--- config.mk ---
export PLATFORM = sky130hd
export DESIGN_NAME = debounce_bank
export DESIGN_NICKNAME = d
export VERILOG_FILES = /design/src/rtl/debounce_pkg.sv /design/src/rtl/debounce_channel.sv /design/src/rtl/debounce_bank.sv
export SDC_FILE = /design/constraint.sdc
export NUM_CORES = 1
export LEC_CHECK = 0
export CAP_MARGIN = 20
export CORE_ASPECT_RATIO = 2
export CORE_MARGIN = 2
export CORE_UTILIZATION = 65
export DETAILED_ROUTE_END_ITERATION = 12
export DONT_BUFFER_PORTS = 1
export PLACE_DENSITY = 0.87
export SETUP_SLACK_MARGIN = 0.2
export SLEW_MARGIN = 25
export SYNTH_ARGS = -nofsm -noshare
export SYNTH_HDL_FRONTEND = slang
export SYNTH_HIERARCHICAL = 1
export SYNTH_SLANG_ARGS = --single-unit
--- constraint.sdc ---
create_clock -name clk -period 3.81 [get_ports clk]
set_input_delay 0.762 -clock clk [delete_from_list [all_inputs] [get_ports clk]]
set_output_delay 0.762 -clock clk [all_outputs]
set_load 0.05 [all_outputs]
--- src/rtl/debounce_pkg.sv ---
// Shared constants, types and helpers for the debounce bank.
// Optional hold/auto-repeat logic elsewhere is enabled by the DEBOUNCE_HOLD_EN macro.
package debounce_pkg;

  localparam int unsigned DEFAULT_DELAY_COUNTS  = 2500;
  localparam int unsigned DEFAULT_HOLD_COUNTS   = 50_000_000;
  localparam int unsigned DEFAULT_REPEAT_COUNTS = 10_000_000;

  // Hold counter phase: waiting for the first held pulse, or auto-repeating.
  typedef enum logic {
    HoldFirst,
    HoldRepeat
  } hold_phase_e;

  function automatic int unsigned cnt_width(input int unsigned n);
    return $clog2(n + 1);
  endfunction

  function automatic int unsigned max_u(input int unsigned a, input int unsigned b);
    return (a > b) ? a : b;
  endfunction

endpackage

--- src/rtl/debounce_channel.sv ---
// One debounce channel: 2-flop synchroniser, stability counter, level and edge pulses.
// With DEBOUNCE_HOLD_EN defined, also a hold/auto-repeat pulse generator.
module debounce_channel
  import debounce_pkg::*;
#(
  parameter int unsigned DELAY_COUNTS  = DEFAULT_DELAY_COUNTS,
  parameter bit          INVERT        = 1'b0
`ifdef DEBOUNCE_HOLD_EN
  ,
  parameter int unsigned HOLD_COUNTS   = DEFAULT_HOLD_COUNTS,
  parameter int unsigned REPEAT_COUNTS = DEFAULT_REPEAT_COUNTS
`endif
) (
  input  logic clk,
  input  logic rst_n,
  input  logic i_button,
`ifdef DEBOUNCE_HOLD_EN
  output logic o_held,
`endif
  output logic o_level,
  output logic o_pressed,
  output logic o_released
);

  localparam int unsigned CntW = cnt_width(DELAY_COUNTS);
  localparam logic [CntW-1:0] CntMax = CntW'(DELAY_COUNTS);

  logic            r_s1;
  logic            r_s2;
  logic            r_prev;
  logic            r_level;
  logic            r_pressed;
  logic            r_released;
  logic [CntW-1:0] r_count;

  logic w_x;
  logic w_changed;
  logic w_update;

  assign w_x       = i_button ^ INVERT;
  assign w_changed = (r_s2 != r_prev);
  // Commit only once prev has been stable for the full window and disagrees with level.
  assign w_update  = !w_changed && (r_count == CntMax) && (r_level != r_prev);

  always_ff @(posedge clk or negedge rst_n) begin
    if (!rst_n) begin
      r_s1       <= 1'b0;
      r_s2       <= 1'b0;
      r_prev     <= 1'b0;
      r_count    <= '0;
      r_level    <= 1'b0;
      r_pressed  <= 1'b0;
      r_released <= 1'b0;
    end else begin
      r_s1 <= w_x;
      r_s2 <= r_s1;
      if (w_changed) begin
        r_prev  <= r_s2;
        r_count <= '0;
      end else if (r_count != CntMax) begin
        r_count <= r_count + CntW'(1);
      end
      if (w_update) begin
        r_level <= r_prev;
      end
      r_pressed  <= w_update && r_prev;
      r_released <= w_update && !r_prev;
    end
  end

  assign o_level    = r_level;
  assign o_pressed  = r_pressed;
  assign o_released = r_released;

`ifdef DEBOUNCE_HOLD_EN
  localparam int unsigned HoldW = cnt_width(max_u(HOLD_COUNTS, REPEAT_COUNTS));

  logic [HoldW-1:0] r_hold_cnt;
  hold_phase_e      r_phase;
  logic             r_held;
  logic [HoldW-1:0] w_hold_inc;
  logic [HoldW-1:0] w_hold_target;

  assign w_hold_inc    = r_hold_cnt + HoldW'(1);
  assign w_hold_target = (r_phase == HoldRepeat) ? HoldW'(REPEAT_COUNTS) : HoldW'(HOLD_COUNTS);

  // Any level change (press or release edge) restarts the hold sequence and
  // suppresses held, so a release never coincides with a repeat pulse.
  always_ff @(posedge clk or negedge rst_n) begin
    if (!rst_n) begin
      r_hold_cnt <= '0;
      r_phase    <= HoldFirst;
      r_held     <= 1'b0;
    end else if (!r_level || w_update) begin
      r_hold_cnt <= '0;
      r_phase    <= HoldFirst;
      r_held     <= 1'b0;
    end else if (w_hold_inc == w_hold_target) begin
      r_hold_cnt <= '0;
      r_phase    <= HoldRepeat;
      r_held     <= 1'b1;
    end else begin
      r_hold_cnt <= w_hold_inc;
      r_held     <= 1'b0;
    end
  end

  assign o_held = r_held;
`endif

endmodule

--- src/rtl/debounce_bank.sv ---
// Bank of CHANNELS independent debouncers with level, press and release outputs.
// Defining DEBOUNCE_HOLD_EN adds the held port and per-channel hold/auto-repeat logic.
module debounce_bank
  import debounce_pkg::*;
#(
  parameter int unsigned          CHANNELS      = 4,
  parameter int unsigned          DELAY_COUNTS  = DEFAULT_DELAY_COUNTS,
  parameter logic [CHANNELS-1:0]  INVERT        = {CHANNELS{1'b0}},
  parameter int unsigned          HOLD_COUNTS   = DEFAULT_HOLD_COUNTS,
  parameter int unsigned          REPEAT_COUNTS = DEFAULT_REPEAT_COUNTS
) (
  input  logic                clk,
  input  logic                rst_n,
  input  logic [CHANNELS-1:0] button,
`ifdef DEBOUNCE_HOLD_EN
  output logic [CHANNELS-1:0] held,
`endif
  output logic [CHANNELS-1:0] level,
  output logic [CHANNELS-1:0] pressed,
  output logic [CHANNELS-1:0] released
);

  // Zero-length windows are meaningless; such a configuration builds a silent bank.
  localparam bit ParamsOk = (CHANNELS >= 1) && (DELAY_COUNTS >= 1) &&
                            (HOLD_COUNTS >= 1) && (REPEAT_COUNTS >= 1);

  if (ParamsOk) begin : g_bank
    for (genvar i = 0; i < CHANNELS; i++) begin : g_ch
      debounce_channel #(
        .DELAY_COUNTS  (DELAY_COUNTS),
        .INVERT        (INVERT[i])
`ifdef DEBOUNCE_HOLD_EN
        ,
        .HOLD_COUNTS   (HOLD_COUNTS),
        .REPEAT_COUNTS (REPEAT_COUNTS)
`endif
      ) u_channel (
        .clk        (clk),
        .rst_n      (rst_n),
        .i_button   (button[i]),
`ifdef DEBOUNCE_HOLD_EN
        .o_held     (held[i]),
`endif
        .o_level    (level[i]),
        .o_pressed  (pressed[i]),
        .o_released (released[i])
      );
    end
  end else begin : g_invalid
    logic [CHANNELS-1:0] w_unused;
    assign w_unused = button ^ {CHANNELS{clk ^ rst_n}};
`ifdef DEBOUNCE_HOLD_EN
    assign held     = '0;
`endif
    assign level    = '0;
    assign pressed  = '0;
    assign released = '0;
  end

endmodule

Word-level counts from Yosys, hierarchy flattened
Index checks and enable logic that the tools add are counted.
- $add $sub $neg: 4
- equality and inequality tests: 16
- mux-type cells: 8
- reductions and logical operators: 28
- operator list (kind ; number):
    $mux W12 ; 8
    $add A12 B1 Y12 const B ; 4
    $eq A12 B12 Y1 const B ; 4
    $ne A12 B12 Y1 const B ; 4
    $logic_and A1 B1 Y1 ; 16
    $logic_not A1 Y1 ; 8
    $ne A1 B1 Y1 ; 8
    $reduce_bool A2 Y1 ; 4
- register bits: 72
- input port bits: 6
- output and inout port bits: 12
- logic and storage cells: 84

Logic depth before layout (Yosys ltp)
Gate-level depths: netlist of the first run.
- depth after elaboration: 5
- mapped depth: 5
- depth with buffers taken out: 5

Hierarchy
Netlist of the first run, hierarchy kept.
- by module, submodules not included (module ; instances ; cells an instance ; area an instance (µm²) ; sequential area each (µm²)):
    debounce_channel ; 4 ; 85 ; 900.9 ; 450.4

Least setup slack after synthesis of the first run
No wires, ideal clock.
- kind: register -> register
- start: reg g_bank.g_ch[0].u_channel.r_count[0]
- end: reg g_bank.g_ch[0].u_channel.r_level
- setup time: 136 ps
- data arrival time: 1415 ps
- required time: 3674 ps
- slack: 2259 ps
- cell stages (with the launch flop): 6
- path buffers: 0
- clock period less this slack: 1551 ps
- cell sequence: dfrtp_1 -> inv_1 -> ha_1 -> or4b_4 -> o31ai_2 -> o211ai_1
- word-level cells in the longest chain between the ends: 3
- RTL lines (element ; line ; source):
    start, declared ; debounce_channel.sv:34 ; logic [CntW-1:0] r_count;
    start signal, assigned ; debounce_channel.sv:61 ; r_count <= r_count + CntW'(1);
    $eq A12 B12 Y1 ; debounce_channel.sv:43 ; assign w_update = !w_changed && (r_count == CntMax) && (r_level != r_prev);
    $logic_and A1 B1 Y1 (2 in series) ; debounce_channel.sv:43 ;
    end signal, assigned ; debounce_channel.sv:64 ; r_level <= r_prev;
    end, declared ; debounce_channel.sv:31 ; logic r_level;
No other way between the ends.
A chain may end at the register's enable or synchronous reset.

Worst setup path after layout of the first run
- start: reg g_bank.g_ch[3].u_channel.r_level
- end: out level[3]
- RTL lines (element ; line ; source):
    start, declared ; debounce_channel.sv:31 ;
    start signal, assigned ; debounce_channel.sv:64 ;
    end, declared ; debounce_bank.sv:18 ; output logic [CHANNELS-1:0] level,
No word-level cell between the ends.

==> flow_metrics.tcl, run 1 <==
set metrics [dict create \
    required_ps 3050 \
    slew_headroom_pct 34.8 \
    fin_crit_ps 1870 \
    critPathLaunchType "flip-flop" \
    path_clk_slew_ps 70 \
    num_vias 2806 \
    hold_path_class "in -> async" \
    cts_buffers 9 \
    synth_top_area_cell "dfrtp_1" \
    synth_top_flop_cell "dfrtp_1" \
    grt_max_degree 73 \
    initial_core_util_pct 67.1 \
    core-area_um2 5370 \
    cts_setup_buffers 0 \
    cap_violations 0 \
    syn_area_per_cell_um2 10.6 \
    diodes 0 \
    portBuffers 0 \
    fin_area_um2 3800 \
    drt_iter0_drc 159 \
    postSynthCellCount 340 \
    num_rows 38 \
    synth_top_area_share_pct 50.0 \
    drt-total-wl_um 7370 \
    first_global_vias 2772 \
    slew_violations 0 \
    ys_seq_area_share_pct 50.0 \
    area_growth_syn_to_layout_pct 5.59 \
    drc 0 \
    grt_pass1_wl_um 12300 \
    yosysWarnings 6 \
    outcome "finished, final reports clean" \
    setup-tns-final_ps 0 \
    track_usage_pct 25.7 \
    clock_latency_ps 350 \
    synth.top_cells.by_count "72 x dfrtp_1, 36 x a21oi_1, 20 x nand2_1, 20 x nand3_1, 20 x o31ai_1" \
    rsz0062_at_grt "no" \
    root_buffer "clkbuf_8" \
    yosys-top-cells-area "dfrtp_1 50%, a21oi_1 5.0%, o31ai_1 4.2%" \
    wl_per_cell_um 18.3 \
    cts_resized 0 \
    power.density_nw_per_um2 428 \
    clk_path_buf_depth 2 \
    syn_nets 354 \
    place_congestion 0.901 \
    path_class "reg -> out" \
    fin_hold_ws_ps 93.3 \
    worstPathArrival_ps 1110 \
    skew_ps 8.63 \
    antenna_found_initial 0 \
    layout-drive-gt1-share_pct 10.8 \
    setup_violations 0 \
    grt-ovfl-total 0 \
    switching_power_w 0.000398 \
    ys_seq_elements 72 \
    n_fill_cell 391 \
    placed_cell_area_um2 3600 \
    ir_drop_mv 0.417 \
    ys_types 28 \
    die_area_um2 6190 \
    postRouteAntennaNets 0 \
    leakage_nw 1.47 \
    synth.most_common_cell "dfrtp_1" \
    comb_power_share_pct 10.5 \
    ctsHoldBuffers 0 \
    h-tree-depth 3 \
    p_int_w 0.00123 \
    cp_max_fo 5 \
    worst_slew_pin_slew_ps 975 \
    pwr-share-clk_pct 38.8 \
    p_seq_share_pct 50.7 \
    synth_enable_flop_cells 0 \
    post-route-period-util_pct 49.2 \
    fp.dieW_um 56.7 \
    cts_tree "yes" \
    cts.sinks 72 \
    nets 353 \
    switching_share_pct 24.4 \
    async_flop_share_pct 100 \
    via_per_inst 6.96 \
    finalHoldViolCount 0 \
    die_h_um 109 \
    fmax_mhz 534 \
    end_kind "primary output" \
    pin_count 18 \
    syn_area_um2 3600 \
    drt_first_pass_iters 5 \
    dp_hpwl_um 4910 \
]
## flip-flops by register name (all words and copies together), names as in the netlist
name / cells
g_bank.g_ch.u_channel/o_level: 4
g_bank.g_ch.u_channel/o_pressed: 4
g_bank.g_ch.u_channel/o_released: 4
g_bank.g_ch.u_channel/r_count: 48
g_bank.g_ch.u_channel/r_prev: 4
g_bank.g_ch.u_channel/r_s1: 4
g_bank.g_ch.u_channel/r_s2: 4
## cell families after synthesis
logic type	share of synthesized area (%)
AND/OR/NAND/NOR	25.8
AO/OA/AOI/OAI	16.1
flip-flops	50.0
buffers and inverters	3.33
XOR/XNOR	1.94
adder cells (fa/ha/maj)	2.78
## metrics by stage
stage               util [%]  total power [W]  setup WS [ps]  instances
floorplan                  -         0.000973           2260        340
global placement        67.1         0.000999           2140        388
detailed placement      67.1          0.00101           2100        388
CTS                     70.8          0.00164           1920        403
global route            70.8          0.00169           1920        403
finish                  70.8          0.00163           1940        403
## worst paths after layout
check | from | to | slack, ps | depth (start not counted)
hold / removal | rst_n | g_bank.g_ch[1].u_channel/r_count[6] | 90 | 0
setup reg to reg | g_bank.g_ch[3].u_channel/r_count[0] | g_bank.g_ch[3].u_channel/r_count[1] | 2000 | 5
hold reg to reg | g_bank.g_ch[0].u_channel/r_s1 | g_bank.g_ch[0].u_channel/r_s2 | 360 | 0
max in group asynchronous | rst_n | g_bank.g_ch[2].u_channel/r_count[11] | 3620 | 0
min in group clk | g_bank.g_ch[0].u_channel/r_s1 | g_bank.g_ch[0].u_channel/r_s2 | 360 | 0
setup / recovery | g_bank.g_ch[3].u_channel/o_level | level[3] | 1940 | 0
## cell usage in the layout, fill, tap and decap left out, types with 8 or more instances in the layout
| cell | n |
|---|---|
| o21ai_0 | 16 |
| a21oi_1 | 36 |
| ha_1 | 8 |
| nor3_1 | 12 |
| or4_1 | 16 |
| xor2_1 | 8 |
| clkbuf_8 | 9 |
| or3_1 | 12 |
| nand4_1 | 16 |
| dfrtp_1 | 72 |
| nor2_1 | 8 |
| nand3_1 | 20 |
| a31oi_1 | 8 |
| inv_1 | 12 |
| o31ai_1 | 20 |
| nand2_1 | 20 |
## final cells by class
class                           instances  area (um^2)  share of cell area (%)
Clock buffer                           11          131                    3.45
Clock inverter                          4         70.1                    1.84
Inverter                               12         45.0                    1.18
Multi-Input combinational cell        244         1680                    44.2
Sequential cell                        72         1800                    47.4
Tap cell                               60         75.1                    1.97
## metal layers
metal	track usage [%]	part of all wire, %
met4	12.6	2.0
met5	0	0
met2	45.9	55
met3	6.47	4.4
met1	27.6	39
## power groups by stage
stage          clock network, W  registers (W)  logic [W]
2_1_floorplan                 0       0.000831   0.000142
3_3_place_gp                  0       0.000839   0.000161
3_5_place_dp                  0       0.000841   0.000167
4_1_cts                0.000646       0.000827   0.000170
5_1_grt                0.000672       0.000832   0.000187
6_report               0.000633       0.000827   0.000170
No activity file was read; power rests on OpenSTA's default activity.
==> inputs of run 2 (changes only) <==
Settings changed: ABC_AREA set to 1, CORE_UTILIZATION 65 to 64, PLACE_DENSITY 0.87 to 0.86.
Clock period 3.81 ns to 1.9 ns, I/O delays scaled along.
==> run 2 against run 1 <==
The run now ends with negative hold slack left. First-iteration DRC count grew 120%. Global-route usage is 1.6 points higher. Synthesized cell count grew 57%. Clock power grew to 2.7 times the previous value. Setup slack lost 1500 ps. Register-to-register slack worse by 1500 ps. Via count is 23% higher. Power grew 110%. Synthesized area increased by 11%. Largest cell class is now multi-input combinational cells.
==> flow_metrics.tcl, run 2 <==
set metrics [dict create \
    end_kind "flip-flop" \
    fp.dieW_um 59.9 \
    n_fill_cell 427 \
    power.density_nw_per_um2 822 \
    slew_headroom_pct 62.9 \
    num_vias 3454 \
    ys_seq_elements 72 \
    clk_path_buf_depth 2 \
    drt-total-wl_um 8710 \
    die_h_um 116 \
    finalHoldViolCount 72 \
    wl_met3_um 340 \
    diodes 0 \
    grt_max_degree 73 \
    synth.most_common_cell "nand2_1" \
    drc 0 \
    initial_core_util_pct 66.5 \
    yosys-top-cells-area "dfrtp_1 45%, nand2_1 14%, nor2_1 9.3%" \
    syn_area_um2 3990 \
    wl_met1_um 3270 \
    synth.top_cells.by_count "148 x nand2_1, 99 x nor2_1, 72 x dfrtp_1, 60 x inv_1, 36 x nand3_1" \
    first_global_vias 3195 \
    track_usage_pct 27.3 \
    root_buffer "clkbuf_16" \
    cp_max_fo 9 \
    setup_ws_ps 478 \
    largest_reg_flops 48 \
    ir_drop_mv 0.844 \
    skew_ps 4.38 \
    drt_iter0_drc 346 \
    synth_enable_flop_cells 0 \
    cts.sinks 72 \
    slew_violations 0 \
    path_clk_slew_ps 60 \
    r2r_start "g_bank.g_ch[0].u_channel/r_count[2]" \
    area_growth_syn_to_layout_pct 6.77 \
    setup_violations 0 \
    pin_count 18 \
    antenna_found_initial 0 \
    place_congestion 0.900 \
    core-area_um2 6010 \
    path_class "reg -> reg" \
    drt_first_pass_iters 5 \
    grt_pass1_wl_um 14100 \
    hold_path_class "in -> async" \
    synth_top_area_share_pct 45.1 \
    postRouteAntennaNets 0 \
    num_rows 40 \
    die_area_um2 6920 \
    violations "negative hold slack" \
    syn_area_per_cell_um2 7.46 \
    dp_hpwl_um 5680 \
    synth_top_area_cell "dfrtp_1" \
    ys_seq_area_share_pct 45.1 \
    setup-tns-final_ps 0 \
    largest_register "g_bank.g_ch.u_channel/r_count" \
    portBuffers 0 \
    fmax_mhz 703 \
    via_per_inst 5.75 \
    yosysWarnings 6 \
    postSynthCellCount 535 \
    topRoutingLayerUsed "met4" \
    required_ps 2130 \
    dp_slack_ps 535 \
    worst_slew_pin_slew_ps 556 \
    syn_nets 549 \
    post-route-period-util_pct 74.8 \
    h-tree-depth 3 \
    final_common_cell "nand2_1" \
    critPathLaunchType "flip-flop" \
    wl_per_cell_um 14.5 \
    rsz0062_at_grt "no" \
    clock_latency_ps 340 \
    cap_violations 0 \
    worstPathArrival_ps 1650 \
    cts_tree "yes" \
    nets 547 \
    synth_top_flop_cell "dfrtp_1" \
    r2r_cells 5 \
    grt-ovfl-total 0 \
    layout-drive-gt1-share_pct 11.7 \
    r2r-end "g_bank.g_ch[0].u_channel/r_count[11]" \
    leakage_nw 2.01 \
    cts_buffers 9 \
    worstSetupStartpoint "g_bank.g_ch[0].u_channel/r_count[2]" \
    most-common-layout-cells "148 x nand2_1, 99 x nor2_1, 72 x dfrtp_1, 60 x inv_1, 36 x nand3_1" \
    ys_types 26 \
    fin_hold_ws_ps -271 \
    r2r_slack_ps 480 \
    dr_wl_met2_um 4710 \
    fin_crit_ps 1420 \
    async_flop_share_pct 100 \
    outcome "finished, violations left" \
    final_core_util_pct 71.0 \
]
[run 2: critical path: stages (launching register included)]
cell and delay [ps]:
dfrtp_1 520, nand2_2 60, nor2_1 280, nand3_1 190, nor2_1 180, nor2_1 80
[run 2: cells by family (layout without fill, tap and decap cells)]
| kind of cell | after synthesis | after routing | synth area share, % |
|---|---|---|---|
| buf+inv | 77 | 80 | 8.93 |
| flops | 72 | 72 | 45.1 |
| simple gates | 349 | 349 | 39.7 |
| fa+ha+maj | 8 | 8 | 2.51 |
| compound gates | 29 | 29 | 3.73 |
[run 2: worst max-delay path by stage]
| stage | endpoint | slack (ps) | cells after the start |
|---|---|---|---|
| floorplan | g_bank.g_ch[1].u_channel/r_count[3] | 720 | 7 |
| global placement | g_bank.g_ch[3].u_channel/r_count[1] | 590 | 7 |
| detailed placement | g_bank.g_ch[0].u_channel/r_count[0] | 530 | 7 |
| CTS | level[0] | 480 | 0 |
| global route | g_bank.g_ch[3].u_channel/r_count[1] | 400 | 7 |
| finish | g_bank.g_ch[0].u_channel/r_count[11] | 480 | 5 |
[run 2: through the flow]
step | hold WS [ps] | instances | total power, W | area (um^2)
final | -271 | 601 | 0.00350 | 4260
after floorplan | 84.4 | 535 | 0.00178 | 3990
after CTS | -282 | 601 | 0.00353 | 4260
after global placement | 85.9 | 585 | 0.00178 | 3960
after detailed placement | 85.9 | 585 | 0.00179 | 3960
after global routing | -287 | 601 | 0.00362 | 4260
[run 2: what timing repair did]
item | in CTS | in global routing
setup buffers | 0 | 0
resized for setup | 0 | 0
setup endpoints to repair | 0 | 0
endpoints found under the hold margin | 72 | 72
[run 2: layout make-up]
class | instances | area, um^2 | area share (%)
clock buffers | 10 | 239 | 5.61
flip-flops and latches | 72 | 1800 | 42.3
clock inverters | 6 | 68.8 | 1.61
well taps | 63 | 78.8 | 1.85
inverters | 64 | 240 | 5.64
multi-input cells | 386 | 1830 | 43.0
[run 2: per-layer routing]
metal  track usage, %  vias up
li1                 -     1660
met1             29.1     1640
met2             46.2      115
met3             8.48       39
met4             15.0        0
met5                0        -
[run 2: report_power, final]
part           internal (W)  total, W  leakage [nW]  switching [W]
logic             0.0000540  0.000154         0.890      0.0000998
registers           0.00157   0.00161         0.970      0.0000448
clock network       0.00106   0.00174         0.149       0.000680
total               0.00268   0.00350          2.01       0.000825
==> inputs of run 3 (changes only) <==
Settings changed: ABC_AREA 1 to 0, CORE_UTILIZATION 64 to 57, PLACE_DENSITY 0.86 to 0.81.
Clock period 1.9 ns to 1.17 ns, I/O delays scaled along.
==> run 3 against run 2 <==
The flow now stops in global routing. Synthesized area fell by 9.7%. Synthesized cell count fell by 36%.
==> flow_metrics.tcl, run 3 <==
set metrics [dict create \
    worstEpCategory "register data pin" \
    outcome "did not finish" \
    haltStage "global routing" \
    syn_area_per_cell_um2 10.6 \
    yosysWarnings 6 \
    synth.top_cells.by_count "72 x dfrtp_1, 36 x a21oi_1, 20 x nand2_1, 20 x nand3_1, 20 x o31ai_1" \
    cts_buffers 9 \
    pin_count 18 \
    placed_cell_area_um2 4510 \
    grt-worst-endpoint "g_bank.g_ch[1].u_channel/r_count[0]$_DFFE_PN0P_/D" \
    ys_seq_area_share_pct 50.0 \
    dp_slack_ps -529 \
    die_h_um 116 \
    ys_seq_elements 72 \
    initial_core_util_pct 58.1 \
    fp.dieW_um 60.2 \
    dp_hpwl_um 6450 \
    ys_types 28 \
    first-error "[ERROR GRT-0232] Routing congestion too high. Check the congestion heatmap in the GUI." \
    portBuffers 0 \
    root_buffer "clkbuf_16" \
    syn_area_um2 3600 \
    yosys-top-cells-area "dfrtp_1 50%, a21oi_1 5.0%, o31ai_1 4.2%" \
    async_flop_share_pct 100 \
    synth.most_common_cell "dfrtp_1" \
    num_rows 41 \
    place_congestion 0.893 \
    h-tree-depth 3 \
    track_usage_pct 85.0 \
    cts.sinks 72 \
    clk_path_buf_depth 2 \
    synth_top_flop_cell "dfrtp_1" \
    syn_nets 354 \
    postSynthCellCount 340 \
    grt-ovfl-total 183 \
    grt_max_degree 73 \
    synth_top_area_share_pct 50.0 \
    synth_enable_flop_cells 0 \
    synth_top_area_cell "dfrtp_1" \
]
## run 3: cell count changes after synthesis, sizes merged, moves of 8 or more
cell   delta
xor2      +8
o31ai    +24
inv      -52
a31oi     +8
nand3    -19
nor4b     +8
or4      +16
a21oi    +19
nand2   -139
nor2    -106
or3      +12
## run 3: cell families after synthesis
group           count (synthesis)  share of synthesized area, %
flops                          72                          50.0
xor+xnor                        8                          1.94
fa+ha+maj                       8                          2.78
simple gates                  136                          25.8
compound gates                 92                          16.1
buf+inv                        24                          3.33
## run 3: repair_timing
item | 4_1_cts
hold endpoints to repair | 76
endpoints found under the setup margin | 72
hold buffers | 4
resized for setup | 119
pin swaps | 50
buffers inserted | 17
## run 3: stage by stage
step,std cells,utilization (%),setup TNS (ps)
after CTS,567,88.5,-16300
after detailed placement,530,72.6,-16530
after floorplan,340,-,-7890
after global placement,530,72.6,-12510
## run 3: metal layers
layer,global-route usage [%],GRT overflow
met4,93.3,40
met5,11.9,0
met3,59.7,0
met2,106,140
met1,83.0,3
==> inputs of run 4 (changes only) <==
Settings changed: CORE_ASPECT_RATIO 2 to not set, CORE_UTILIZATION 57 to 40, PLACE_DENSITY 0.81 to not set, PLACE_DENSITY_LB_ADDON set to 0.15, SETUP_SLACK_MARGIN 0.2 to not set.
Clock period 1.17 ns to 1.52 ns, I/O delays scaled along.
==> run 4 against run 3 <==
The flow now finishes, with violations (negative hold slack, negative setup slack).
==> flow_metrics.tcl, run 4 (synthesis results as in run 1) <==
set metrics [dict create \
    outcome "finished, violations left" \
    violations "negative hold slack, negative setup slack" \
    initial_core_util_pct 41.3 \
    cts.sinks 72 \
    core-area_um2 8720 \
    cts_buffers 9 \
    path_class "reg -> reg" \
    place_congestion 0.845 \
    cap_violations 0 \
    finalHoldViolCount 72 \
    fmax_mhz 625 \
    dp_slack_ps -53.8 \
    clk_path_buf_depth 2 \
    fin_hold_ws_ps -356 \
    end_kind "flip-flop" \
    clock_latency_ps 350 \
    ctsHoldBuffers 4 \
    setup_violations 11 \
    final_common_cell "dfrtp_1" \
    drc 0 \
    pwr-share-clk_pct 32.4 \
    num_vias 2975 \
    required_ps 1750 \
    drt-total-wl_um 8120 \
    ir_drop_mv 0.369 \
    critPathSlowestCell "or4b_4" \
    comb_power_share_pct 19.4 \
    layout-drive-gt1-share_pct 37.8 \
    n_fill_cell 761 \
    wl_per_cell_um 15.6 \
    drt_iter0_drc 65 \
    die_h_um 98.9 \
    crit_family "simple AND/OR/NAND/NOR gates" \
    post-route-period-util_pct 105 \
    nets 424 \
    pin_count 18 \
    diodes 0 \
    rsz0062_at_grt "yes" \
    p_int_w 0.00314 \
    cp_max_fo 3 \
    p_seq_share_pct 48.2 \
    setup_ws_ps -80.3 \
    skew_ps 10.0 \
    portBuffers 0 \
    cp_cell_sequence "inv_2 > ha_4 > or4b_4 > nor4_4 > nor3_2" \
    drt_first_pass_iters 4 \
    setup-tns-final_ps -299 \
    num_rows 34 \
    most-common-layout-cells "70 x dfrtp_1, 66 x buf_4, 28 x a21oi_1, 20 x nand2_1" \
    postRouteAntennaNets 0 \
    h-tree-depth 3 \
    largest_register "g_bank.g_ch.u_channel/r_count" \
    fp.dieW_um 98.9 \
    power.density_nw_per_um2 912 \
    worst_slew_pin_slew_ps 568 \
    worstPathArrival_ps 1830 \
    grt_max_degree 73 \
    area_growth_syn_to_layout_pct 29.9 \
    slowest_delay_ps 500 \
    critical_path_buf_inv_count 1 \
    via_per_inst 5.71 \
    grt_pass1_wl_um 13600 \
    track_usage_pct 17.3 \
    critPathLaunchType "flip-flop" \
    path_clk_slew_ps 80 \
    switching_power_w 0.00113 \
    slew_violations 0 \
    largest_reg_flops 48 \
    first_global_vias 2816 \
    cts_tree "yes" \
    grt-ovfl-total 0 \
    root_buffer "clkbuf_8" \
    dp_hpwl_um 5160 \
    switching_share_pct 26.5 \
    antenna_found_initial 0 \
    hold_path_class "in -> async" \
    fin_crit_ps 1600 \
    die_area_um2 9780 \
    r2r_slack_ps -80 \
    slew_headroom_pct 62.1 \
    leakage_nw 1.81 \
]
==> run 4: final cells by class <==
class	instances	area, um^2	share of cell area (%)
Inverter	12	45.0	0.962
Timing Repair Buffer	71	547	11.7
Multi-Input combinational cell	244	1980	42.2
Clock buffer	14	173	3.69
Sequential cell	72	1800	38.5
Tap cell	108	135	2.89
==> run 4: worst reg2reg max path, cell delays in order, from the launching register on <==
cell	delay [ps]
dfrtp_1	400
inv_2	80
ha_4	130
or4b_4	500
nor4_4	320
nor3_2	60
==> run 4: final timing paths <==
check | startpoint | to | cells past startpoint
max in group asynchronous | rst_n | g_bank.g_ch[2].u_channel/r_count[3] | 0
hold / removal | rst_n | g_bank.g_ch[3].u_channel/r_count[10] | 0
setup reg to reg | g_bank.g_ch[1].u_channel/r_count[0] | g_bank.g_ch[1].u_channel/r_count[0] | 5
hold reg to reg | g_bank.g_ch[1].u_channel/r_s1 | g_bank.g_ch[1].u_channel/r_s2 | 0
setup / recovery | g_bank.g_ch[1].u_channel/r_count[0] | g_bank.g_ch[1].u_channel/r_count[0] | 5
min in group clk | g_bank.g_ch[1].u_channel/r_s1 | g_bank.g_ch[1].u_channel/r_s2 | 0
==> run 4: timing repair <==
action                                 CTS  global route
setup endpoints to repair               13            38
pin swaps                               13            11
gates resized for setup                 21            44
buffers inserted                         5             1
endpoints found under the hold margin   76            72
==> run 4: metrics by stage <==
stage                     power, W  instances  cell area [um^2]  hold WS, ps  utilization, %
after floorplan            0.00244        340              3600         8.41               -
after global placement     0.00268        497              4120         11.0            47.3
after detailed placement   0.00269        497              4120         11.6            47.3
after CTS                  0.00422        520              4450         -374            51.1
after global routing       0.00449        521              4680         -387            53.7
final                      0.00427        521              4680         -356            53.7
==> run 4: power groups by stage <==
stage | sequential (W) | combinational [W] | clock [W]
floorplan | 0.00208 | 0.000356 | 0
global placement | 0.00208 | 0.000607 | 0
detailed placement | 0.00208 | 0.000610 | 0
CTS | 0.00205 | 0.000726 | 0.00145
global route | 0.00207 | 0.000904 | 0.00152
finish | 0.00206 | 0.000830 | 0.00138
==> run 4: routing by layer <==
layer	up-vias	track usage [%]	part of all wire [%]	routed length (um)
met4	0	6.74	1.5	124
met1	1462	24.1	49	3940
met3	12	4.47	2.9	237
met5	-	0	0	0
li1	1457	-	-	-
met2	44	25.8	47	3810
